$ cat src/rtl/fifo_bank_pkg.sv
// fifo_bank_pkg: shared constants, word layout and one-hot helpers for the
// four-channel FIFO bank.
//   WORD_W        - width of a stored word
//   N_CH          - number of channels
//   word_t        - word layout: dest [11:10], payload [9:0]
//   lowest_onehot - keeps only the lowest set bit of a request vector
//   is_multi_hot  - true when more than one request bit is set
package fifo_bank_pkg;

    localparam int unsigned WORD_W = 12;
    localparam int unsigned N_CH   = 4;

    typedef struct packed {
        logic [1:0] dest;
        logic [9:0] payload;
    } word_t;

    // Two's-complement trick: v & -v isolates the lowest set bit.
    function automatic logic [N_CH-1:0] lowest_onehot(input logic [N_CH-1:0] v);
        return v & (~v + {{(N_CH-1){1'b0}}, 1'b1});
    endfunction

    function automatic logic is_multi_hot(input logic [N_CH-1:0] v);
        return (v & (v - {{(N_CH-1){1'b0}}, 1'b1})) != '0;
    endfunction

endpackage

$ cat src/rtl/fifo_unit.sv
// fifo_unit: one FIFO channel - circular storage, pointers, occupancy count
// and status flags.
// Optional feature macro: FIFO_BANK_ERR_EN adds the sticky err_o flag.
// Ports:
//   clk_i, rst_ni   - clock, asynchronous active-low reset
//   push_i, data_i  - decoded write strobe and write word
//   pop_i           - decoded read strobe
//   head_o          - word at the read pointer (valid when not empty)
//   pop_ok_o        - this cycle's pop is accepted
//   empty_o, almost_full_o, full_o - status derived from the count
//   err_o           - sticky fault flag (FIFO_BANK_ERR_EN only)
module fifo_unit
    import fifo_bank_pkg::*;
#(
    parameter int unsigned DEPTH     = 8,
    parameter int unsigned AF_THRESH = 6
) (
    input  logic  clk_i,
    input  logic  rst_ni,
    input  logic  push_i,
    input  word_t data_i,
    input  logic  pop_i,
    output word_t head_o,
    output logic  pop_ok_o,
    output logic  empty_o,
    output logic  almost_full_o,
`ifdef FIFO_BANK_ERR_EN
    output logic  full_o,
    output logic  err_o
`else
    output logic  full_o
`endif
);

    localparam int unsigned PW = $clog2(DEPTH);
    localparam int unsigned CW = $clog2(DEPTH + 1);

    word_t          mem_q [DEPTH];
    logic [PW-1:0]  wr_ptr_q, rd_ptr_q;
    logic [CW-1:0]  count_q, count_d;
    logic           push_ok, pop_ok;

    assign empty_o       = (count_q == '0);
    assign full_o        = (count_q == CW'(DEPTH));
    assign almost_full_o = (count_q >= CW'(AF_THRESH));

    // A full channel still takes a push when it is popped in the same cycle.
    assign pop_ok   = pop_i && !empty_o;
    assign push_ok  = push_i && (!full_o || pop_ok);
    assign pop_ok_o = pop_ok;
    assign head_o   = mem_q[rd_ptr_q];

    always_comb begin
        count_d = count_q;
        unique case ({push_ok, pop_ok})
            2'b10:   count_d = count_q + CW'(1);
            2'b01:   count_d = count_q - CW'(1);
            default: count_d = count_q;
        endcase
    end

    always_ff @(posedge clk_i or negedge rst_ni) begin
        if (!rst_ni) begin
            wr_ptr_q <= '0;
            rd_ptr_q <= '0;
            count_q  <= '0;
        end else begin
            count_q <= count_d;
            if (push_ok) wr_ptr_q <= wr_ptr_q + PW'(1);
            if (pop_ok)  rd_ptr_q <= rd_ptr_q + PW'(1);
        end
    end

    // Storage is deliberately not reset.
    always_ff @(posedge clk_i) begin
        if (push_ok) mem_q[wr_ptr_q] <= data_i;
    end

`ifdef FIFO_BANK_ERR_EN
    logic err_q;

    always_ff @(posedge clk_i or negedge rst_ni) begin
        if (!rst_ni) begin
            err_q <= 1'b0;
        end else if ((push_i && full_o && !pop_ok) || (pop_i && empty_o)) begin
            err_q <= 1'b1;
        end
    end

    assign err_o = err_q;
`endif

endmodule

$ cat src/rtl/fifo_bank.sv
// fifo_bank: four-channel 12-bit FIFO bank with one-hot push/pop strobes.
// Optional feature macro: FIFO_BANK_ERR_EN adds the sticky error_o flags.
// Ports:
//   clk_i, rst_ni    - clock, asynchronous active-low reset
//   push_i, data_in_i - one-hot write strobe and shared write word
//   pop_i            - one-hot read strobe
//   fifo_out_o       - registered popped word
//   valid_out_o      - fifo_out_o holds a word popped in the previous cycle
//   empty_o, almost_full_o, full_o - per-channel status
//   error_o          - per-channel sticky faults (FIFO_BANK_ERR_EN only)
module fifo_bank
    import fifo_bank_pkg::*;
#(
    parameter int unsigned DEPTH     = 8,
    parameter int unsigned AF_THRESH = 6
) (
    input  logic              clk_i,
    input  logic              rst_ni,
    input  logic [N_CH-1:0]   push_i,
    input  logic [WORD_W-1:0] data_in_i,
    input  logic [N_CH-1:0]   pop_i,
    output logic [WORD_W-1:0] fifo_out_o,
    output logic              valid_out_o,
    output logic [N_CH-1:0]   empty_o,
    output logic [N_CH-1:0]   almost_full_o,
`ifdef FIFO_BANK_ERR_EN
    output logic [N_CH-1:0]   full_o,
    output logic [N_CH-1:0]   error_o
`else
    output logic [N_CH-1:0]   full_o
`endif
);

    logic [N_CH-1:0]   push_sel, pop_sel, pop_ok;
    word_t             head [N_CH];
    word_t             head_mux;
    logic [WORD_W-1:0] fifo_out_q;
    logic              valid_out_q;

    // Multi-hot requests serve only the lowest channel.
    assign push_sel = lowest_onehot(push_i);
    assign pop_sel  = lowest_onehot(pop_i);

`ifdef FIFO_BANK_ERR_EN
    logic [N_CH-1:0] unit_err;
`endif

    for (genvar ch = 0; ch < N_CH; ch++) begin : g_ch
        fifo_unit #(
            .DEPTH     (DEPTH),
            .AF_THRESH (AF_THRESH)
        ) u_fifo_unit (
            .clk_i         (clk_i),
            .rst_ni        (rst_ni),
            .push_i        (push_sel[ch]),
            .data_i        (word_t'(data_in_i)),
            .pop_i         (pop_sel[ch]),
            .head_o        (head[ch]),
            .pop_ok_o      (pop_ok[ch]),
            .empty_o       (empty_o[ch]),
            .almost_full_o (almost_full_o[ch]),
`ifdef FIFO_BANK_ERR_EN
            .full_o        (full_o[ch]),
            .err_o         (unit_err[ch])
`else
            .full_o        (full_o[ch])
`endif
        );
    end

    // pop_ok is at most one-hot, so an OR-mux is sufficient.
    always_comb begin
        head_mux = '0;
        for (int ch = 0; ch < N_CH; ch++) begin
            if (pop_ok[ch]) head_mux = head_mux | head[ch];
        end
    end

    always_ff @(posedge clk_i or negedge rst_ni) begin
        if (!rst_ni) begin
            fifo_out_q  <= '0;
            valid_out_q <= 1'b0;
        end else begin
            valid_out_q <= |pop_ok;
            if (|pop_ok) fifo_out_q <= head_mux;
        end
    end

    assign fifo_out_o  = fifo_out_q;
    assign valid_out_o = valid_out_q;

`ifdef FIFO_BANK_ERR_EN
    logic multi_err_q;

    always_ff @(posedge clk_i or negedge rst_ni) begin
        if (!rst_ni) begin
            multi_err_q <= 1'b0;
        end else if (is_multi_hot(push_i) || is_multi_hot(pop_i)) begin
            multi_err_q <= 1'b1;
        end
    end

    assign error_o = unit_err | {{(N_CH-1){1'b0}}, multi_err_q};
`endif

endmodule
$ cat config.mk
export PLATFORM = sky130hd
export DESIGN_NAME = fifo_bank
export DESIGN_NICKNAME = d
export VERILOG_FILES = /design/src/rtl/fifo_bank_pkg.sv /design/src/rtl/fifo_unit.sv /design/src/rtl/fifo_bank.sv
export SDC_FILE = /design/constraint.sdc
export NUM_CORES = 1
export LEC_CHECK = 0
export CORE_ASPECT_RATIO = 0.7
export CORE_MARGIN = 1.5
export CORE_UTILIZATION = 40
export DETAILED_ROUTE_END_ITERATION = 6
export HOLD_SLACK_MARGIN = 0.02
export SYNTH_ARGS = -nofsm -noshare
export SYNTH_HDL_FRONTEND = slang
export SYNTH_SLANG_ARGS = --single-unit
$ cat constraint.sdc
create_clock -name clk_i -period 7.3 [get_ports clk_i]
set_input_delay 1.095 -clock clk_i [delete_from_list [all_inputs] [get_ports clk_i]]
set_output_delay 1.095 -clock clk_i [all_outputs]
set_load 0.05 [all_outputs]
# Word-level counts from Yosys, hierarchy flattened
# Memory sizes are Yosys's and may differ from the RTL's.
# Cells that the tools add are included.
# classes
reduce_logical	29
n_mux	16
n_eq_ne	12
bitwise	7
addsub	18
order_cmp	4
# op_table
operator	n
12-bit two-way mux	4
12-bit OR	3
4-bit one-hot mux with 2 select lines	4
3-bit by 1-bit adder with 3-bit output (second input constant)	8
4-bit by 1-bit adder with 4-bit output (second input constant)	6
4-bit == test (second input constant)	4
4-bit by 3-bit >= comparator with 1-bit output (second input constant)	4
4-bit zero test	4
4-bit by 1-bit subtractor with 4-bit output (second input constant)	4
4-bit AND	2
2-bit by 1-bit == test with 1-bit output (second input constant)	4
2-bit == test (second input constant)	4
1-bit logical AND	8
1-bit zero test	8
1-bit two-way mux	8
4-bit inverter	2
2-bit nonzero test	4
1-bit logical OR	4
4-bit OR reduction	1
# word_totals
inputBits	22
register_bits	53
out_inout_bits	25
wordCells	104
memories	4
mem_bits_rw	384
# mem_list
memory	depth	word_bits	rd	rd_clocked_by_memory_dff	write_ports	line	text
g_ch[0].u_fifo_unit.mem_q	8	12	1	0	1	fifo_unit.sv:38	word_t mem_q [DEPTH];
g_ch[1].u_fifo_unit.mem_q	8	12	1	0	1	fifo_unit.sv:38	
g_ch[2].u_fifo_unit.mem_q	8	12	1	0	1	fifo_unit.sv:38	
g_ch[3].u_fifo_unit.mem_q	8	12	1	0	1	fifo_unit.sv:38	

# Depth between registers and ports, before layout
# Gate-level depths: netlist of the first run.
# depth
word_depth	11
ltp_mapped	11
depth_no_buf	10

# Hierarchy
# A second synthesis of the first run with hierarchy kept.
# hier_totals
hier_cells	903
hier_area_um2	17837.1
# by_module_without_submodules
mod	area_each_um2	instances	cells_each
fifo_unit	4279.1	4	207
fifo_bank	720.7	1	75

# Worst setup path before layout of the first run
# No wires, ideal clock.
# synth_timing
kind	in2reg
startpoint	input port pop_i[2]
endpoint	memory g_ch[3].u_fifo_unit.mem_q[0][0] (netlist bit), enable pin
required_ns	6.888
path_stages	4
setup_slack_ns	3.664
t_arrival_ns	3.224
path_cell_list	or4b_4 > buf_6 > a21o_2 > nor4_1
# synth_via
elab_chain_len	8
# synth_rtl
item	line	text
start, declared	fifo_bank.sv:21	input logic [N_CH-1:0] pop_i,
4-bit inverter	fifo_bank_pkg.sv:20	return v & (~v + {{(N_CH-1){1'b0}}, 1'b1});
4-bit by 1-bit adder with 4-bit output	fifo_bank_pkg.sv:20	
4-bit AND	fifo_bank_pkg.sv:20	
1-bit logical AND	fifo_unit.sv:48	assign pop_ok = pop_i && !empty_o;
1-bit logical OR	fifo_unit.sv:49	assign push_ok = push_i && (!full_o || pop_ok);
1-bit logical AND	fifo_unit.sv:49	
1-bit two-way mux	fifo_unit.sv:76	if (push_ok) mem_q[wr_ptr_q] <= data_i;
1-bit two-way mux (implied by the code)	fifo_unit.sv:76	
end, declared	fifo_unit.sv:38	
# Every way passes these cells.

# Worst setup path after layout of the first run
# layout_timing
startpoint	register g_ch[3].u_fifo_unit.count_q[2]
endpoint	output port full_o[3]
# layout_via
elab_chain_len	1
# layout_rtl
item	line	text
start, declared	fifo_unit.sv:40	logic [CW-1:0] count_q, count_d;
start signal, assigned	fifo_unit.sv:68	count_q <= count_d;
4-bit == test	fifo_unit.sv:44	assign full_o = (count_q == CW'(DEPTH));
end, declared	fifo_bank.sv:30	output logic [N_CH-1:0] full_o
# Every way passes these cells.

==> results.txt, run 1 <==
----------------------------------------------------
[Run status]
  Run status ... completed

[Worst hold path]
  Min-Delay Startpoint ... g_ch[0].u_fifo_unit.wr_ptr_q[0]$_DFFE_PN0P_
  Hold WC Path Type ... reg -> reg
  Hold-critical path endpoint ... g_ch[0].u_fifo_unit.wr_ptr_q[0]$_DFFE_PN0P_
  Worst hold path cell count ... 1

[Clock network]
  Clock tree sinks ... roughly 440
  Clock tree from TritonCTS ... built
  Number of buffers between clock root and the deepest sink ... 3
  Number of buffers inserted during clock tree synthesis ... 41
  Clock transition time at the flip-flop clock pins of the worst setup and hold paths ... about 0.06 ns
  Number of resized instances in the post-cts repair step ... 0
  Cell at the root of the clock tree ... clkbuf_16
  Hold buffers post-CTS ... 0
  Later-pin clock latency in the skew report ... around 0.54 ns
  Post-CTS setup-driven buffer insertion count ... 0
  Number of H-tree branching levels ... 2

[Synthesis]
  Number of library cell types mapped by synthesis ... 52
  Synthesized flop and latch total ... 437
  Average size of a mapped cell ... ~18 sq um
  Count of yosys warnings during synthesis ... 0
  Total standard cell area after synthesis ... 17900 sq um
  Cell type contributing the most total cell area after synthesis ... edfxtp_1
  Biggest area contributors in the synthesized netlist ... edfxtp_1, mux2i_1, dfrtp_1, a22oi_1, mux4_1
  Mapped Cells ... between 1000 and 1500
  Top-area cell type share of the netlist area ... between 60% and 70%
  Share of synthesized area occupied by flip-flops and latches ... between 70% and 80%
  Syn_nets ... 1066

[Global routing]
  Met3 usage ... under 10%
  First-pass GRT wire length ... a little under 60 mm
  Maximum number of pins on one net before global-route repair ... between 50 and 60
  Grt ovf ... 0
  Total routing usage reported by global routing ... ~17%
  Global route hottest layer ... met1
  Number of global-route vias before repair ... about 9000
  Initial antenna violation count ... 0
  Met1 Use GR ... approximately a quarter
  Met2 Track Usage GR ... 25.3%

[Floorplan]
  Std-Cell Rows ... 64
  Y dimension of the die ... 180 um
  Core Region ... approximately 44000 sq um
  Boundary pin count ... 47
  Starting density of the core ... approximately 41%
  Die outline area ... 46100 sq um
  Horiz. Die Dim ... approximately 260 um

[Placement]
  DPL Wire Length ... 24.5 mm
  Area of placed instances ... 19000 sq um
  Number of buffers inserted by port buffering ... 46
  Global placement routability congestion ... around 0.8

[Timing]
  Number of failing setup endpoints in the final timing report ... 0
  Skew final ... ~0.017 ns
  Transition time at the pin with the least slew margin ... between 1 and 1.5 ns
  Worst rel slew slack ... between 20% and 30%
  Setup total negative slack ... 0 ns
  Post-route clock period utilization ... 51.1%
  Setup repair after global routing missed its margin ... false
  Final number of hold-violating endpoints ... 0
  Peak clock frequency supported by timing ... about 270 MHz
  Final Max Slew Viols ... 0
  Min cycle time layout ... approximately 3.7 ns

[Layout]
  Area grow syn2layout ... 13.3%
  Antenna cell count ... 0
  Share of final-layout standard cells stronger than drive strength 1 ... 14.6%
  Fin nets ... approximately 1100
  Non-Filler Cell Area, Final ... 20300 sq um

[Critical path]
  Beginning of the worst register-to-register path ... g_ch[0].u_fifo_unit.count_q[1]$_DFFE_PN0P_
  Startpoint kind of the worst setup timing path ... register
  Worst EP arrival ... 2.64 ns
  CP endpoint kind ... output pin
  RR Endpoint ... g_ch[0].u_fifo_unit.count_q[3]$_DFFE_PN0P_
  Required time of the critical path ... just over 6 ns
  Worst setup path category ... reg -> out
  Logic depth of the worst register-to-register path ... 9
  Slack of the worst reg-to-reg path ... about 4.4 ns
  Critical Path Fanout Max ... 5

[Power and ir drop]
  Leak ... around 7 nW
  P per Cell Area ... about 380 nW/um^2
  Maximum ir drop on the vdd rail ... roughly 0.15 mV

[Routing]
  Detailed router's first-iteration violation count ... roughly 900
  Antenna Violating Nets Remaining ... 0
  # DRC ... 0
  Drt wl/cell ... approximately 23 um
  Vias after detailed routing ... between 9000 and 10000
  Pre-antenna DRT Iters ... 6
  Total Routed Length ... between 30 and 40 mm
  Vias per cell ... approximately 5.3

[Run]
  Max cap viols ... 0

----------------------------------------------------
-- flip-flops by register name, summed over array words and instances (netlist names) --
| name | count |
|---|---|
| fifo_out_o | 12 |
| g_ch.u_fifo_unit.count_q | 16 |
| g_ch.u_fifo_unit.mem_q | 384 |
| g_ch.u_fifo_unit.rd_ptr_q | 12 |
| g_ch.u_fifo_unit.wr_ptr_q | 12 |
| valid_out_o | 1 |
-- final cells by class --
cell class	instances	area [sq um]
Tap cell	594	743
Fill cell	3748	23600
Clock inverter	18	113
Clock buffer	57	1190
Timing Repair Buffer	73	633
Multi-Input combinational cell	514	4730
Sequential cell	437	12900
Inverter	14	52.6
-- worst max-delay path, stage by stage, from the launching register on --
cell	delay, ns
dfrtp_1	0.46
nor4b_1	0.71
clkdlybuf4s50_1	0.94
-- placed cells by master, fill, tap and decap left out, drive strengths merged, types with 8 or more instances in the layout --
cell and count:
edfxtp 384, mux2i 150, a22oi 84, clkbuf 58, dfrtp 53, clkdlybuf4s50 40
nand3 36, nand2 32, buf 32, nor2 24, mux4 24, xnor2 21
mux2 19, nor3 18, ha 16, inv 15, clkinv 15, nand2b 13
nand4 12, a21oi 10, a21o 10, xor2 9, nor4 8
-- where the power goes --
part	switching [W]	internal, W	total (W)
logic	0.00134	0.000938	0.00228
clock network	0.000887	0.00117	0.00206
registers	0.000304	0.00303	0.00333
total	0.00254	0.00514	0.00768
-- how the worst max path moves through the flow --
stage	startpoint	end	slack, ns
2_1_floorplan	pop_i[2]	g_ch[3].u_fifo_unit.mem_q[0][0]$_DFFE_PP_	3.66
3_3_place_gp	pop_i[0]	g_ch[0].u_fifo_unit.count_q[3]$_DFFE_PN0P_	3.16
3_5_place_dp	pop_i[0]	g_ch[0].u_fifo_unit.count_q[3]$_DFFE_PN0P_	3.15
4_1_cts	g_ch[3].u_fifo_unit.count_q[2]$_DFFE_PN0P_	full_o[3]	3.52
5_1_grt	g_ch[3].u_fifo_unit.count_q[2]$_DFFE_PN0P_	full_o[3]	3.38
6_report	g_ch[3].u_fifo_unit.count_q[2]$_DFFE_PN0P_	full_o[3]	3.57
-- logic make-up (layout without fill, tap and decap cells) --
group,after synthesis,in the layout,synth area share [%]
adders and majority gates,20,20,1.56
xor gates and xnor gates,30,30,1.46
muxes,193,193,12.9
AOI/OAI and AO/OA,109,109,4.70
DFF,437,437,71.7
buffers and inverters,73,162,2.40
and+or+nand+nor,162,162,5.27
-- per-layer routing --
metal	wire, um	share of wire (%)
met3	2440	6.2
met5	0	0
met1	19400	49
met4	536	1.4
met2	17100	43
-- synthesized netlist by cell type, drive strengths merged --
cell,number
o21a,1
ha,16
dfrtp,53
mux2,19
and2,4
fa,4
nor4b,3
nor3,18
xor2,9
a21oi,10
nor2b,7
xnor2,21
a21o,10
mux2i,150
or3b,2
nor2,24
nand4,12
o21ai,2
nand2,32
nand3,36
inv,14
o22a,1
or4b,3
nand2b,13
a31o,1
buf,36
mux4,24
edfxtp,384
clkbuf,23
a22oi,84
nor4,8
-- through the flow --
step           setup slack, ns  instances  total power [W]  utilization (%)  hold WS, ns
6_report                  3.57       1707          0.00768             46.2        0.522
5_1_grt                   3.38       1707          0.00803             46.2        0.543
4_1_cts                   3.52       1707          0.00775             46.2        0.528
3_5_place_dp              3.15       1632          0.00568             43.3        0.509
3_3_place_gp              3.16       1632          0.00565             43.3        0.515
2_1_floorplan             3.66       1024          0.00500                -        0.480
Power figures use the tool's default switching activity.
==> inputs of run 2 (changes only) <==
clock period = 3.75 ns   (was 7.3 ns; I/O delays follow)
==> run 2 against run 1 <==
Against the previous run: register-to-register slack worse by 3.0 ns; sequential cell count unchanged; combinational power grew 86%; largest power group unchanged; non-clock buffer count rose by 32; setup slack got worse by 3.1 ns; routed wire length decreased by 1.2%; clock skew up 0.0022 ns; critical path depth unchanged; global-route usage decreased by 0.14 points; final cell count rose by 2.0%.
==> results.txt, run 2 (synthesized netlist as in run 1, its figures left out) <==
----------------------------------------------------
[Critical path]
  Critical Path Fanout Max ... 5 (unchanged)
  Worst EP arrival ... 2.70 ns (was 2.64 ns)
  Cell-by-cell listing of the critical path ... nor4b_1, clkdlybuf4s50_1 (unchanged)
  Beginning of the worst register-to-register path ... g_ch[0].u_fifo_unit.rd_ptr_q[0]$_DFFE_PN0N_ (was g_ch[0].u_fifo_unit.count_q[1]$_DFFE_PN0P_)
  Logic depth of the worst register-to-register path ... 5 (was 9)
  Crit path buffers/inverters ... 1 (unchanged)
  Peak per-stage delay on the critical path ... 0.94 ns (about the same)
  Delay-heaviest family, CP ... buffers and inverters (unchanged)
  Required time of the critical path ... 3.19 ns (was 6.20 ns)
  Critical path's slowest cell ... clkdlybuf4s50_1 (unchanged)
  RR Endpoint ... fifo_out_o[3]$_DFFE_PN0P_ (was g_ch[0].u_fifo_unit.count_q[3]$_DFFE_PN0P_)
  Worst setup path category ... reg -> out (unchanged)
  CP endpoint kind ... output pin (unchanged)
  Startpoint kind of the worst setup timing path ... register (unchanged)
  Slack of the worst reg-to-reg path ... 1.33 ns (was 4.35 ns)

[Timing]
  Final Max Slew Viols ... 0 (unchanged)
  Final number of hold-violating endpoints ... 0 (unchanged)
  Skew final ... 0.0189 ns (was 0.0167 ns)
  Number of failing setup endpoints in the final timing report ... 0 (unchanged)
  Setup repair after global routing missed its margin ... false (unchanged)
  Worst rel slew slack ... 30.5% (was 21.4%)
  Final Worst Setup Slack ... 0.490 ns (was 3.57 ns)
  Setup total negative slack ... 0 ns (unchanged)
  Post-route clock period utilization ... ~87%
  Peak clock frequency supported by timing ... just over 300 MHz
  Min cycle time layout ... about 3.3 ns
  Transition time at the pin with the least slew margin ... 1.04 ns (was 1.17 ns)

[Run status]
  Run status ... completed (unchanged)

[Placement]
  Number of buffers inserted by port buffering ... 46 (unchanged)
  Placement Setup Slack ... 0.685 ns (was 3.15 ns)
  Global placement routability congestion ... 0.772 (was 0.782)
  DPL Wire Length ... 24.6 mm (was 24.5 mm)
  Area of placed instances ... 19300 sq um (was 19000 sq um)

[Layout]
  Commonest non-fill, non-tap cell in the layout ... edfxtp_1 (unchanged)
  Most used cells in the layout excluding fill and tap cells ... edfxtp_1, mux2i_1, a22oi_1 (unchanged)
  Register bank with the most flops ... g_ch.u_fifo_unit.mem_q (unchanged)
  Fin nets ... 1156 (was 1123)
  Area grow syn2layout ... 15.7% (was 13.3%)
  Number of flip-flops under the largest register name ... 384 (unchanged)
  Total of fill cells in the finished design ... 3720 (was 3748)
  Largest registers ... g_ch.u_fifo_unit.mem_q: 384 flops, g_ch.u_fifo_unit.count_q: 16 flops (unchanged)
  Util after Layout ... 47.2% (was 46.2%)
  Non-Filler Cell Area, Final ... 20800 sq um (was 20300 sq um)
  Antenna cell count ... 0 (unchanged)
  Share of final-layout standard cells stronger than drive strength 1 ... 17.0% (was 14.6%)
  FF+latch area ... 12900 sq um (unchanged)
  Area of combinational cells with multiple inputs ... 4730 sq um (unchanged)

[Power and ir drop]
  Leak ... 7.30 nW (was 7.05 nW)
  Design Power ... 0.0155 W (was 0.00768 W)
  Maximum ir drop on the vdd rail ... 0.373 mV (was 0.155 mV)
  P per Cell Area ... 745 nW/um^2 (was 378 nW/um^2)

[Routing]
  Total Routed Length ... 39.0 mm (was 39.5 mm)
  Drt wl/cell ... 22.4 um (was 23.2 um)
  Max layer used ... met4 (unchanged)
  Met1 Routed Length ... 19.4 mm (about the same)
  Detailed router's first-iteration violation count ... 944 (was 877)
  Vias per cell ... 5.29 (was 5.30)
  # DRC ... 0 (unchanged)
  Pre-antenna DRT Iters ... 5 (was 6)
  Vias after detailed routing ... 9211 (was 9053)
  Met3 wire length ... 1.91 mm (was 2.44 mm)
  Met2 Wirelength ... 17.1 mm (about the same)
  Antenna Violating Nets Remaining ... 0 (unchanged)

[Global routing]
  Grt ovf ... 0 (unchanged)
  Initial antenna violation count ... 1 (was 0)
  First-pass GRT wire length ... 58.8 mm (was 58.5 mm)
  Maximum number of pins on one net before global-route repair ... 33 (was 54)
  Total routing usage reported by global routing ... 17.1% (was 17.2%)
  Number of global-route vias before repair ... 9116 (was 8835)

[Clock network]
  Post-CTS setup-driven buffer insertion count ... 0 (unchanged)
  Number of buffers inserted during clock tree synthesis ... 42 (was 41)
  Cell at the root of the clock tree ... clkbuf_16 (unchanged)
  Clock tree from TritonCTS ... built (unchanged)
  Later-pin clock latency in the skew report ... 0.56 ns (was 0.54 ns)
  Clock transition time at the flip-flop clock pins of the worst setup and hold paths ... 0.06 ns (about the same)
  Number of buffers between clock root and the deepest sink ... 3 (unchanged)
  Clock tree sinks ... 437 (unchanged)
  Number of resized instances in the post-cts repair step ... 0 (unchanged)
  Number of H-tree branching levels ... 2 (unchanged)
  Hold buffers post-CTS ... 0 (unchanged)

[Floorplan]
  Y dimension of the die ... 180 um (unchanged)
  Boundary pin count ... 47 (unchanged)
  Die outline area ... 46100 sq um (unchanged)
  Horiz. Die Dim ... 256 um (unchanged)
  Core Region ... 44000 sq um (unchanged)
  Std-Cell Rows ... 64 (unchanged)
  Starting density of the core ... 40.8% (unchanged)

[Run]
  Max cap viols ... 0 (unchanged)

[Worst hold path]
  Hold WC Path Type ... in -> async (was reg -> reg)

----------------------------------------------------
## run 2: cell count changes in the layout (fill, tap and decap cells not counted), moves of 3 or more
cell | previous run | this run
bufinv_16 | 1 | 8
clkbuf_8 | 6 | 3
clkbuf_1 | 8 | 13
clkinv_1 | 10 | 3
buf_4 | 27 | 57
clkdlybuf4s50_1 | 40 | 43
## run 2: stage by stage
step           cells  hold WS, ns
4_1_cts         1741       0.0762
3_3_place_gp    1664        0.515
3_5_place_dp    1664        0.530
5_1_grt         1741        0.118
2_1_floorplan   1024        0.267
6_report        1741       0.0702
## run 2: per-layer routing
layer  track usage, %  up-vias
li1                 -     4214
met1             26.3     4762
met2             25.0      191
met3             2.81       44
met4             4.26        0
met5                0        -
## run 2: final cells by class
class | count | share of cell area, %
clock buffers | 59 | 5.62
clock inverters | 18 | 1.46
inverters | 14 | 0.253
multi-input cells | 514 | 22.8
flip-flops and latches | 437 | 61.9
well taps | 594 | 3.58
repair buffers | 105 | 4.40
## run 2: report_power, final
group | switching (W) | internal, W
combinational | 0.00237 | 0.00188
sequential | 0.000810 | 0.00589
clock | 0.00178 | 0.00273
total | 0.00496 | 0.0105
## run 2: worst max-delay path by stage
stage / cells after the start / to / startpoint / slack, ns
after floorplan: 4 / g_ch[3].u_fifo_unit.mem_q[0][0]$_DFFE_PP_ / pop_i[2] / 0.65
after global placement: 11 / g_ch[3].u_fifo_unit.count_q[3]$_DFFE_PN0P_ / pop_i[0] / 0.71
after detailed placement: 11 / g_ch[3].u_fifo_unit.count_q[3]$_DFFE_PN0P_ / pop_i[0] / 0.69
after CTS: 2 / full_o[3] / g_ch[3].u_fifo_unit.count_q[2]$_DFFE_PN0P_ / 0.51
after global routing: 2 / full_o[3] / g_ch[3].u_fifo_unit.count_q[2]$_DFFE_PN0P_ / 0.33
final: 2 / full_o[3] / g_ch[3].u_fifo_unit.count_q[2]$_DFFE_PN0P_ / 0.49
## run 2: worst reg2reg max path: cells and delay by family (launching register included)
family	cells	cell delay (ns)
AND/OR/NAND/NOR	1	0.11
flip-flops	1	0.77
AO/OA/AOI/OAI	1	0.13
buffers and inverters	1	0.26
multiplexers	2	1.02
